**src/rtl/mul_seq_pkg.sv**
```systemverilog
// Shared types and constants for the sequential 8x8 multiplier built on a 4x4 core.
// The step shift table places each nibble partial product at its weight.
package mul_seq_pkg;

    localparam int NIB_W  = 4;
    localparam int OP_W   = 8;
    localparam int PROD_W = 16;

    typedef enum logic [1:0] {
        IDLE = 2'd0,
        MUL  = 2'd1,
        DONE = 2'd2
    } state_t;

    localparam logic [3:0] SHIFT_0 = 4'd0;
    localparam logic [3:0] SHIFT_1 = 4'd4;
    localparam logic [3:0] SHIFT_2 = 4'd4;
    localparam logic [3:0] SHIFT_3 = 4'd8;

    function automatic logic [3:0] step_shift(input logic [1:0] idx);
        case (idx)
            2'd0:    return SHIFT_0;
            2'd1:    return SHIFT_1;
            2'd2:    return SHIFT_2;
            default: return SHIFT_3;
        endcase
    endfunction

endpackage

```
**src/rtl/mul4x4_array.sv**
```systemverilog
// Combinational 4x4 unsigned array multiplier: shifted-row partial sums, no storage.
module mul4x4_array
    import mul_seq_pkg::*;
(
    input  logic [NIB_W-1:0]   a,
    input  logic [NIB_W-1:0]   b,
    output logic [2*NIB_W-1:0] p
);

    always_comb begin
        p = '0;
        for (int i = 0; i < NIB_W; i++) begin
            if (b[i]) begin
                p = p + ((2*NIB_W)'(a) << i);
            end
        end
    end

endmodule

```
**src/rtl/mul8_seq_ctrl.sv**
```systemverilog
// Sequencer that runs the four nibble products of an 8x8 multiply through one
// 4x4 core on consecutive cycles and accumulates them into a 16-bit product.
module mul8_seq_ctrl
    import mul_seq_pkg::*;
(
    input  logic              clk,
    input  logic              rst_n,
    input  logic              in_valid,
    output logic              in_ready,
    input  logic [OP_W-1:0]   a,
    input  logic [OP_W-1:0]   b,
    output logic              out_valid,
    input  logic              out_ready,
    output logic [PROD_W-1:0] p,
    output logic              busy
);

    // Handshakes: a transfer happens on a rising edge where valid && ready;
    // valid never waits on ready, and the holder of valid keeps its data stable.
    state_t              state;
    state_t              state_next;
    logic                accept;
    logic [1:0]          idx_q;
    logic [OP_W-1:0]     a_q;
    logic [OP_W-1:0]     b_q;
    logic [PROD_W-1:0]   acc_q;
    logic [PROD_W-1:0]   p_q;
    logic [PROD_W-1:0]   acc_next;
    logic [NIB_W-1:0]    nib_a;
    logic [NIB_W-1:0]    nib_b;
    logic [2*NIB_W-1:0]  pp;
    logic                busy_q;

    always_ff @(posedge clk) begin
        if (!rst_n) begin
            state <= IDLE;
        end else begin
            state <= state_next;
        end
    end

    always_comb begin
        state_next = state;
        case (state)
            IDLE: if (accept) state_next = MUL;
            MUL:  if (idx_q == 2'd3) state_next = DONE;
            DONE: if (out_ready) state_next = in_valid ? MUL : IDLE;
            default: state_next = IDLE;
        endcase
    end

    always_comb begin
        in_ready  = (state == IDLE) || ((state == DONE) && out_ready);
        out_valid = (state == DONE);
        accept    = in_valid && in_ready;
    end

    // idx[0] picks the high nibble of a, idx[1] the high nibble of b.
    assign nib_a    = idx_q[0] ? a_q[7:4] : a_q[3:0];
    assign nib_b    = idx_q[1] ? b_q[7:4] : b_q[3:0];
    assign acc_next = acc_q + (PROD_W'(pp) << step_shift(idx_q));

    mul4x4_array u_core (
        .a (nib_a),
        .b (nib_b),
        .p (pp)
    );

    always_ff @(posedge clk) begin
        if (!rst_n) begin
            a_q    <= '0;
            b_q    <= '0;
            acc_q  <= '0;
            idx_q  <= '0;
            p_q    <= '0;
            busy_q <= 1'b0;
        end else begin
            if (accept) begin
                a_q   <= a;
                b_q   <= b;
                acc_q <= '0;
                idx_q <= '0;
            end else if (state == MUL) begin
                acc_q <= acc_next;
                idx_q <= idx_q + 2'd1;
                if (idx_q == 2'd3) begin
                    p_q <= acc_next;
                end
            end
            busy_q <= (state_next == MUL);
        end
    end

    assign p    = p_q;
    assign busy = busy_q;

endmodule

```
**config.mk**
```make
export PLATFORM = sky130hd
export DESIGN_NAME = mul8_seq_ctrl
export DESIGN_NICKNAME = d
export VERILOG_FILES = /design/src/rtl/mul_seq_pkg.sv /design/src/rtl/mul4x4_array.sv /design/src/rtl/mul8_seq_ctrl.sv
export SDC_FILE = /design/constraint.sdc
export NUM_CORES = 1
export LEC_CHECK = 0
export BUFFER_PORTS_ARGS = -buffer_cell sky130_fd_sc_hd__buf_2
export CAP_MARGIN = 20
export CELL_PAD_IN_SITES_DETAIL_PLACEMENT = 1
export CELL_PAD_IN_SITES_GLOBAL_PLACEMENT = 2
export CORE_ASPECT_RATIO = 1.4
export CORE_UTILIZATION = 35
export CTS_BUF_LIST = sky130_fd_sc_hd__clkbuf_4 sky130_fd_sc_hd__clkbuf_8 sky130_fd_sc_hd__clkbuf_16
export DETAILED_ROUTE_END_ITERATION = 10
export PLACE_DENSITY_LB_ADDON = 0.1
export SYNTH_ARGS = -nofsm -noshare
export SYNTH_HDL_FRONTEND = slang
export SYNTH_SLANG_ARGS = --single-unit
```
**constraint.sdc**
```tcl
create_clock -name clk -period 7.7 [get_ports clk]
set_input_delay 0.77 -clock clk [delete_from_list [all_inputs] [get_ports clk]]
set_output_delay 0.77 -clock clk [all_outputs]
set_load 0.01 [all_outputs]
```
==> flow_summary_export.csv, run 1 <==
group,metric,value,unit
power_and_ir_drop,power.total,0.661,mW
worst_setup_path,path_common_cell,"ha_1",
drt,ant_nets,0,
logic_synthesis,synthFlopType,"dfxtp_1",
logic_synthesis,synthTopCellsByArea,"dfxtp_1, nand2_1, ha_1",
placement,placed_cell_area,3840,um2
worst_setup_path,path_delay_family,"compound AO/OA/AOI/OAI gates",
power_and_ir_drop,power_density,165,nW/um2
placement,place_congestion,0.835,
final_layout,final_layout_size_suffix_gt1_frac,0.154,
drt,first_iter_violations,98,
floorplanning,start_util,0.358,
logic_synthesis,yosysSeqAreaShare,0.299,
logic_synthesis,synth_top_family_by_area,"compound AO/OA/AOI/OAI gates",
worst_setup_path,cp.required,7940,ps
logic_synthesis,synth_most_common_cell,"nand2_1",
floorplanning,die_h,121,um
worst_setup_path,crit_path_max_fanout,9,
sta,whs,462,ps
worst_setup_path,path_class,"reg2reg",
logic_synthesis,synth_xor_area_frac,0.0469,
drt,first_pass_iters,4,
sta,relSlewSlack,0.449,
drt,drc_errors,0,
logic_synthesis,netlist_top_cells_count,"nand2_1, dfxtp_1, a21boi_0",
clock_tree,worstSkewPairLatency,300,ps
clock_tree,clockBufferDepth,2,
worst_setup_path,cp_slowest_cell,"dfxtp_1",
logic_synthesis,ys_warn_count,0,
logic_synthesis,syn_nets,493,
placement,io_buffers,38,
logic_synthesis,ys_seq_elements,53,
logic_synthesis,synthAdderAreaFrac,0.103,
logic_synthesis,synth_area_per_cell,7.97,um2
drt,vias,3267,
logic_synthesis,async_reset_ff_frac,0,
logic_synthesis,synth.area.mux_share,0.0519,
clock_tree,cts_tree,"built",
clock_tree,clock-sinks,53,
logic_synthesis,synth_compound_area_frac,0.255,
worst_setup_path,worstSetupEndpointType,"flop",
power_and_ir_drop,peakVddDrop,0.101,mV
sta,fmax,0.148,GHz
job,drv_cap,0,
clock_tree,cts_hold_buf,0,
clock_tree,root_buffer,"clkbuf_16",
logic_synthesis,synthesis.area,3540,um2
drt,wirelength,9960,um
sta,fin_crit,6740,ps
sta,finalSetupTns,0,ps
min_path,min_path_type,"reg2reg",
logic_synthesis,synth-simple-area-share,0.202,
sta,finalCritPeriodShare,0.876,
final_layout,final_area,4010,um2
worst_setup_path,cp_num_buf_inv,1,
clock_tree,h-tree-depth,2,
sta,maxSlewViolCount,0,
global_routing,grt_pass1_wl,15900,um
logic_synthesis,syn_inst,445,
global_routing,first_global_vias,3337,
floorplanning,io_pins,39,
final_layout,nets,522,
clock_tree,path_clk_slew,80,ps
sta,hold_violations,0,
clock_tree,cts_resized,0,
final_layout,antenna_cells,0,
final_layout,syn2layout_area_growth,13.2,%
sta,setup_violations,0,
sta,fin_skew,4.44,ps
logic_synthesis,synth-edff-count,0,
floorplanning,die_w,87.1,um
sta,rsz0062_at_grt,"no",
placement,post-dp-hpwl,7650,um
global_routing,track_usage,0.199,
floorplanning,row_count,43,
floorplanning,die_area,10500,um2
sta,worst_pin_slew,825,ps
outcome,outcome,"complete, no violations",
worst_setup_path,startpoint_type,"flop",
clock_tree,cts_setup_buffers,0,
clock_tree,cts_made_buffers,5,
logic_synthesis,yosys.area.top_type,"dfxtp_1",
global_routing,overflow,0,
worst_setup_path,crit_arrival,6980,ps
logic_synthesis,ys_types,57,
floorplanning,core_area,9900,um2
worst_setup_path,slowest_delay,550,ps
drt,via_per_inst,5.36,
drt,routedWlPerCell,16.3,um
global_routing,antenna_found_initial,0,
power_and_ir_drop,p_leak,1.66,nW
global_routing,grt_max_degree,38,
logic_synthesis,yosysTopAreaCellShare,0.299,
## final cells by class
cell class	instances	area, um2
Clock inverter	3	48.8
Sequential cell	53	1060
Multi-Input combinational cell	357	2330
Inverter	16	63.8
Tap cell	135	169
Fill cell	1232	5890
Timing Repair Buffer	41	213
Clock buffer	5	125
## cell families after synthesis
| family | after synthesis |
|---|---|
| mux | 15 |
| xor+xnor | 19 |
| compound gates | 125 |
| flops | 53 |
| simple gates | 170 |
| buf+inv | 35 |
| fa+ha+maj | 28 |
## per-layer routing
metal | GRT usage | share of wire
met1 | 0.202 | 0.40
met2 | 0.390 | 0.55
met3 | 0.0265 | 0.019
met4 | 0.0885 | 0.029
met5 | 0 | 0
## final timing paths
| kind | start | end | slack [ps] | cells past startpoint |
|---|---|---|---|---|
| setup / recovery | idx_q[0] | p[14] | 960 | 26 |
| hold / removal | p[0] | p[0] | 460 | 2 |
| setup reg to reg | idx_q[0] | p[14] | 960 | 26 |
| hold reg to reg | p[0] | p[0] | 460 | 2 |
## where the power goes
part	switching, mW	total, mW	internal, mW
Combinational	0.0623	0.0985	0.0361
Sequential	0.00733	0.289	0.282
Clock	0.117	0.273	0.156
## worst min-delay path, cell delays in order, from the launching register on
cell      delay, ps
dfxtp_1         310
nand2_1          40
a21boi_0         60
## cell usage in the layout (no fill, tap or decap), types with 4 or more instances in the layout
cell type and n:
o31ai_2 4, a211oi_1 6, xor2_1 4, nor2b_1 7, buf_2 38, ha_1 26, and2_1 4, nor3_1 8
nor2_1 26, nand3_1 6, o211a_1 4, nand2_1 109, dfxtp_1 53, o22ai_1 5, xnor2_1 15, clkbuf_16 5
a21o_1 4, mux2i_1 7, o21ai_0 11, a21boi_0 29, o21a_1 4, a21oi_1 28, inv_1 13
## sequential cells by signal, indices dropped and copies added (netlist names)
name / cells
a_q: 8
acc_q: 16
b_q: 8
busy: 1
idx_q: 2
p: 16
state: 2
## metrics by stage
stage	instances	util	worst slack [ps]
after global placement	602	0.388	1110
after detailed placement	602	0.388	952
final	610	0.405	958
after CTS	610	0.405	907
after floorplan	445	-	2030
after global routing	610	0.405	620
No activity file was read; power rests on OpenSTA's default activity.
==> run 2: changes to the inputs <==
ABC_AREA = 1   (was not set)
CORE_UTILIZATION = 34   (was 35)
CTS_BUF_LIST = sky130_fd_sc_hd__clkbuf_4 sky130_fd_sc_hd__clkbuf_8   (was sky130_fd_sc_hd__clkbuf_4 sky130_fd_sc_hd__clkbuf_8 sky130_fd_sc_hd__clkbuf_16)
==> run 2 against run 1 <==
  * Cell count up 13%
  * Synthesized area up 0.18%
  * Utilization down 0.77 points
  * Critical path type unchanged
  * Critical endpoint is now acc_q[15]
  * Non-clock buffer count down 1
  * Register-to-register slack better by 640 ps
  * Critical path depth up 13
  * Synthesized cell count up 17%
==> flow_summary_export.csv, run 2 <==
group,metric,value,unit
job,drv_cap,0,
placement,io_buffers,38,
worst_setup_path,crit_arrival,6330,ps
clock_tree,cts_made_buffers,5,
logic_synthesis,synth-edff-count,0,
min_path,min_from,"p[1]",
drt,routedWlPerCell,15.1,um
logic_synthesis,synthTopCellsByArea,"dfxtp_1, nand2_1, ha_1",
worst_setup_path,r2r_cells,39,
floorplanning,io_pins,39,
sta,setup_violations,0,
sta,maxSlewViolCount,0,
outcome,outcome,"complete, no violations",
worst_setup_path,slowest_delay,640,ps
sta,fmax,0.164,GHz
final_layout,antenna_cells,0,
sta,setup_ws,1600,ps
drt,first_pass_iters,4,
worst_setup_path,startpoint_type,"flop",
sta,rsz0062_at_grt,"no",
drt,wirelength,10400,um
clock_tree,worstSkewPairLatency,320,ps
drt,ant_nets,0,
placement,post-dp-hpwl,8130,um
power_and_ir_drop,p_leak,2.02,nW
final_layout,nFillCells,1320,
worst_setup_path,rr_startpoint,"idx_q[1]",
placement,post-place-ws,1660,ps
min_path,hold_depth,2,
power_and_ir_drop,pwr-share-seq,0.459,
logic_synthesis,async_reset_ff_frac,0,
clock_tree,cts_hold_buf,0,
clock_tree,clockBufferDepth,2,
power_and_ir_drop,power_density,160,nW/um2
worst_setup_path,crit-reg2reg-capture,"acc_q[15]",
placement,placed_cell_area,3850,um2
clock_tree,cts_resized,0,
placement,place_congestion,0.830,
sta,relSlewSlack,0.429,
final_layout,layoutNonFillerInstCount,687,
logic_synthesis,yosysSeqAreaShare,0.299,
logic_synthesis,ys_types,36,
logic_synthesis,yosysTopAreaCellShare,0.299,
sta,finalCritPeriodShare,0.793,
min_path,hold_end,"p[1]",
global_routing,grt_max_degree,26,
final_layout,syn2layout_area_growth,12.1,%
floorplanning,die_w,88.4,um
worst_setup_path,worstSetupEndpointType,"flop",
worst_setup_path,crit_path_max_fanout,10,
floorplanning,die_area,10900,um2
logic_synthesis,synthFlopType,"dfxtp_1",
drt,via_per_inst,5.05,
worst_setup_path,cp_slowest_cell,"dfxtp_1",
final_layout,nets,599,
sta,fin_crit,6100,ps
clock_tree,cts_setup_buffers,0,
logic_synthesis,netlist_top_cells_count,"nand2_1, inv_1, dfxtp_1",
sta,whs,470,ps
logic_synthesis,syn_inst,520,
placement,dpl.cell_count,679,
drt,vias,3472,
power_and_ir_drop,sw_frac_of_total,0.315,
floorplanning,core_area,10000,um2
logic_synthesis,ys_seq_elements,53,
worst_setup_path,r2r_slack,1600,ps
logic_synthesis,synth_most_common_cell,"nand2_1",
sta,fin_skew,6.45,ps
global_routing,overflow,0,
clock_tree,root_buffer,"clkbuf_8",
clock_tree,h-tree-depth,2,
global_routing,first_global_vias,3539,
floorplanning,die_h,123,um
logic_synthesis,synthesis.area,3550,um2
global_routing,track_usage,0.208,
power_and_ir_drop,peakVddDrop,0.0601,mV
worst_setup_path,cp.required,7930,ps
global_routing,grt_pass1_wl,17300,um
logic_synthesis,synth_area_per_cell,6.83,um2
clock_tree,cts_tree,"built",
clock_tree,clock-sinks,53,
sta,worst_pin_slew,855,ps
final_layout,final_area,3980,um2
power_and_ir_drop,internal-power,0.437,mW
logic_synthesis,syn_nets,568,
drt,first_iter_violations,83,
worst_setup_path,path_common_cell,"nand2_1",
final_layout,layout_common_cells,"nand2_1, inv_1, dfxtp_1, a21oi_1, nand3_1",
min_path,min_path_type,"reg2reg",
logic_synthesis,ys_warn_count,0,
power_and_ir_drop,p_clk_frac,0.332,
floorplanning,row_count,43,
floorplanning,start_util,0.355,
sta,finalSetupTns,0,ps
drt,drc_errors,0,
worst_setup_path,path_class,"reg2reg",
clock_tree,path_clk_slew,110,ps
logic_synthesis,yosys.area.top_type,"dfxtp_1",
sta,hold_violations,0,
global_routing,antenna_found_initial,0,
power_and_ir_drop,p_sw,0.201,mW
power_and_ir_drop,pwr-share-comb,0.209,
final_layout,final_layout_size_suffix_gt1_frac,0.149,
final_layout,final_common_cell,"nand2_1",
## run 2: changes by cell type after synthesis, sizes merged, moves of 10 or more
| cell | change |
|---|---|
| o21ai | +29 |
| nand2 | +15 |
| nand3 | +44 |
| a21oi | +20 |
| xnor2 | -10 |
| mux2i | -10 |
| inv | +55 |
| a21boi | -29 |
| nor2 | +14 |
## run 2: kinds of logic (layout without fill, tap and decap cells)
group / count (synthesis) / after routing / share of synthesized area
simple gates: 226 / 226 / 0.287
compound gates: 113 / 113 / 0.184
xor+xnor: 13 / 13 / 0.0321
flops: 53 / 53 / 0.299
fa+ha+maj: 28 / 28 / 0.103
buf+inv: 87 / 119 / 0.0955
## run 2: metal layers
layer  track usage  vias to the layer above  part of all wire
met2         0.400                       45              0.54
li1              -                     1759                 -
met4        0.0867                        0             0.032
met5             0                        -                 0
met3        0.0260                       24             0.022
met1         0.222                     1644              0.41
## run 2: stage by stage
stage	util	total power, mW
final	0.398	0.638
after global routing	0.398	0.679
after CTS	0.398	0.648
after detailed placement	0.385	0.434
after global placement	0.385	0.432
after floorplan	-	0.394
## run 2: worst max path at each step
stage,start,depth (start not counted),to
CTS,idx_q[0],36,acc_q[15]
detailed placement,idx_q[0],36,acc_q[15]
global placement,idx_q[1],39,acc_q[15]
global route,idx_q[1],43,acc_q[15]
finish,idx_q[1],39,acc_q[15]
floorplan,idx_q[0],43,acc_q[15]
## run 2: final cells by class
class                   instances  area [um2]  share of cell area
multi-input cells             380        2150               0.541
inverters                      71         267              0.0670
repair buffers                 40         205              0.0516
clock inverters                 2        41.3              0.0104
clock buffers                   6        82.6              0.0208
flip-flops and latches         53        1060               0.267
well taps                     135         169              0.0425
## run 2: power groups by stage
stage / sequential [mW] / clock [mW] / combinational (mW)
after CTS: 0.293 / 0.220 / 0.135
final: 0.293 / 0.212 / 0.133
after global routing: 0.294 / 0.233 / 0.152
after global placement: 0.299 / 0 / 0.133
after detailed placement: 0.300 / 0 / 0.134
after floorplan: 0.296 / 0 / 0.0977
## run 2: critical path: cells and delay by family (launching register included)
family,cells,cell delay [ps]
fa+ha+maj,4,1230
compound gates,7,1260
buf+inv,5,310
simple gates,23,2550
flops,1,640
==> run 3: changes to the inputs <==
clock period = 6.4 ns   (was 7.7 ns; I/O delays follow)
==> run 3 against run 2 <==
  * Worst setup slack worse by 980 ps
  * Register-to-register slack got worse by 980 ps
  * Die area stayed put
  * Worst hold slack better by 2.2 ps
  * Sequential share of layout area is 0.12 points higher
  * Via count is 0.35% lower
  * Cell count up 0.15%
  * Utilization down 0.12 points
  * Critical path depth increased by 4
  * First-iteration DRC count down 24%
  * Combinational power is 21% higher
  * Maximum frequency rose by 5.5%
  * Critical endpoint unchanged
==> flow_summary_export.csv, run 3 (synthesis results as in run 2) <==
group,metric,value,unit
final_layout,layoutNonFillerInstCount,688,
drt,wirelength,10400,um
global_routing,track_usage,0.205,
drt,ant_nets,0,
sta,setup_violations,0,
worst_setup_path,crit_path_max_fanout,10,
floorplanning,die_h,123,um
clock_tree,cts_hold_buf,0,
final_layout,final_core_util,0.396,
placement,place_congestion,0.836,
clock_tree,path_clk_slew,120,ps
global_routing,overflow,0,
global_routing,first_global_vias,3489,
power_and_ir_drop,p_leak,2.01,nW
sta,hold_violations,0,
final_layout,nFillCells,1341,
floorplanning,row_count,43,
drt,first_pass_iters,5,
clock_tree,worstSkewPairLatency,330,ps
floorplanning,start_util,0.355,
drt,via_per_inst,5.03,
clock_tree,h-tree-depth,2,
drt,routedWlPerCell,15.1,um
final_layout,layout_common_cells,"nand2_1, inv_1, dfxtp_1, a21oi_1, nand3_1",
clock_tree,cts_made_buffers,5,
sta,maxSlewViolCount,0,
worst_setup_path,path_class,"reg2reg",
sta,finalCritPeriodShare,0.904,
job,drv_cap,0,
clock_tree,cts_resized,0,
drt,vias,3460,
placement,placed_cell_area,3860,um2
outcome,outcome,"complete, no violations",
sta,relSlewSlack,0.439,
final_layout,nets,600,
final_layout,final_common_cell,"nand2_1",
global_routing,grt_pass1_wl,16900,um
sta,finalSetupTns,0,ps
worst_setup_path,slowest_delay,500,ps
worst_setup_path,cp_slowest_cell,"dfxtp_2",
clock_tree,root_buffer,"clkbuf_8",
placement,io_buffers,38,
floorplanning,io_pins,39,
sta,rsz0062_at_grt,"no",
min_path,min_path_type,"reg2reg",
placement,post-dp-hpwl,8090,um
drt,drc_errors,0,
drt,first_iter_violations,63,
final_layout,final_layout_size_suffix_gt1_frac,0.152,
final_layout,final_area,3970,um2
worst_setup_path,cp.required,6640,ps
worst_setup_path,startpoint_type,"flop",
worst_setup_path,worstSetupEndpointType,"flop",
clock_tree,cts_tree,"built",
placement,dpl.cell_count,680,
sta,fin_crit,5780,ps
sta,fin_skew,8.40,ps
global_routing,antenna_found_initial,0,
clock_tree,clock-sinks,53,
clock_tree,clockBufferDepth,2,
final_layout,antenna_cells,0,
floorplanning,die_area,10900,um2
floorplanning,core_area,10000,um2
sta,fmax,0.173,GHz
sta,whs,472,ps
sta,worst_pin_slew,840,ps
final_layout,syn2layout_area_growth,11.7,%
clock_tree,cts_setup_buffers,0,
power_and_ir_drop,power_density,184,nW/um2
power_and_ir_drop,peakVddDrop,0.0933,mV
floorplanning,die_w,88.4,um
global_routing,grt_max_degree,26,
worst_setup_path,crit_arrival,6020,ps
-- run 3: final timing paths --
kind | slack (ps) | startpoint | endpoint | cells after the start
max | 620 | idx_q[1] | acc_q[15] | 43
min | 470 | p[2] | p[2] | 2
min reg2reg | 470 | p[2] | p[2] | 2
max reg2reg | 620 | idx_q[1] | acc_q[15] | 43
-- run 3: power by group --
group	internal [mW]	total [mW]	switching, mW
clock	0.0820	0.217	0.135
sequential	0.343	0.352	0.00895
combinational	0.0530	0.161	0.108
-- run 3: stage by stage --
stage	power, mW	setup WS, ps
6_report	0.731	616
5_1_grt	0.780	67.7
4_1_cts	0.746	332
3_5_place_dp	0.524	361
3_3_place_gp	0.521	513
2_1_floorplan	0.474	1410
-- run 3: routing by layer --
| layer | track usage | vias to the layer above | part of all wire |
|---|---|---|---|
| li1 | - | 1755 | - |
| met4 | 0.0645 | 0 | 0.016 |
| met2 | 0.410 | 36 | 0.56 |
| met3 | 0.0234 | 12 | 0.016 |
| met1 | 0.215 | 1657 | 0.41 |
| met5 | 0 | - | 0 |
-- run 3: final cells by class --
cell class,instances,area [um2],area share
multi-input combinational,380,2150,0.543
clock buffer,5,68.8,0.0174
timing repair buffer,41,213,0.0536
clock inverter,3,33.8,0.00852
sequential,53,1060,0.268
tap,135,169,0.0426
inverter,71,267,0.0672
-- run 3: critical path, delay by kind of cell, from the launching register on --
| family | cells | cell delay [ps] |
|---|---|---|
| buf+inv | 8 | 460 |
| xor+xnor | 1 | 130 |
| simple gates | 23 | 2360 |
| flops | 1 | 500 |
| fa+ha+maj | 5 | 1190 |
| compound gates | 6 | 1040 |
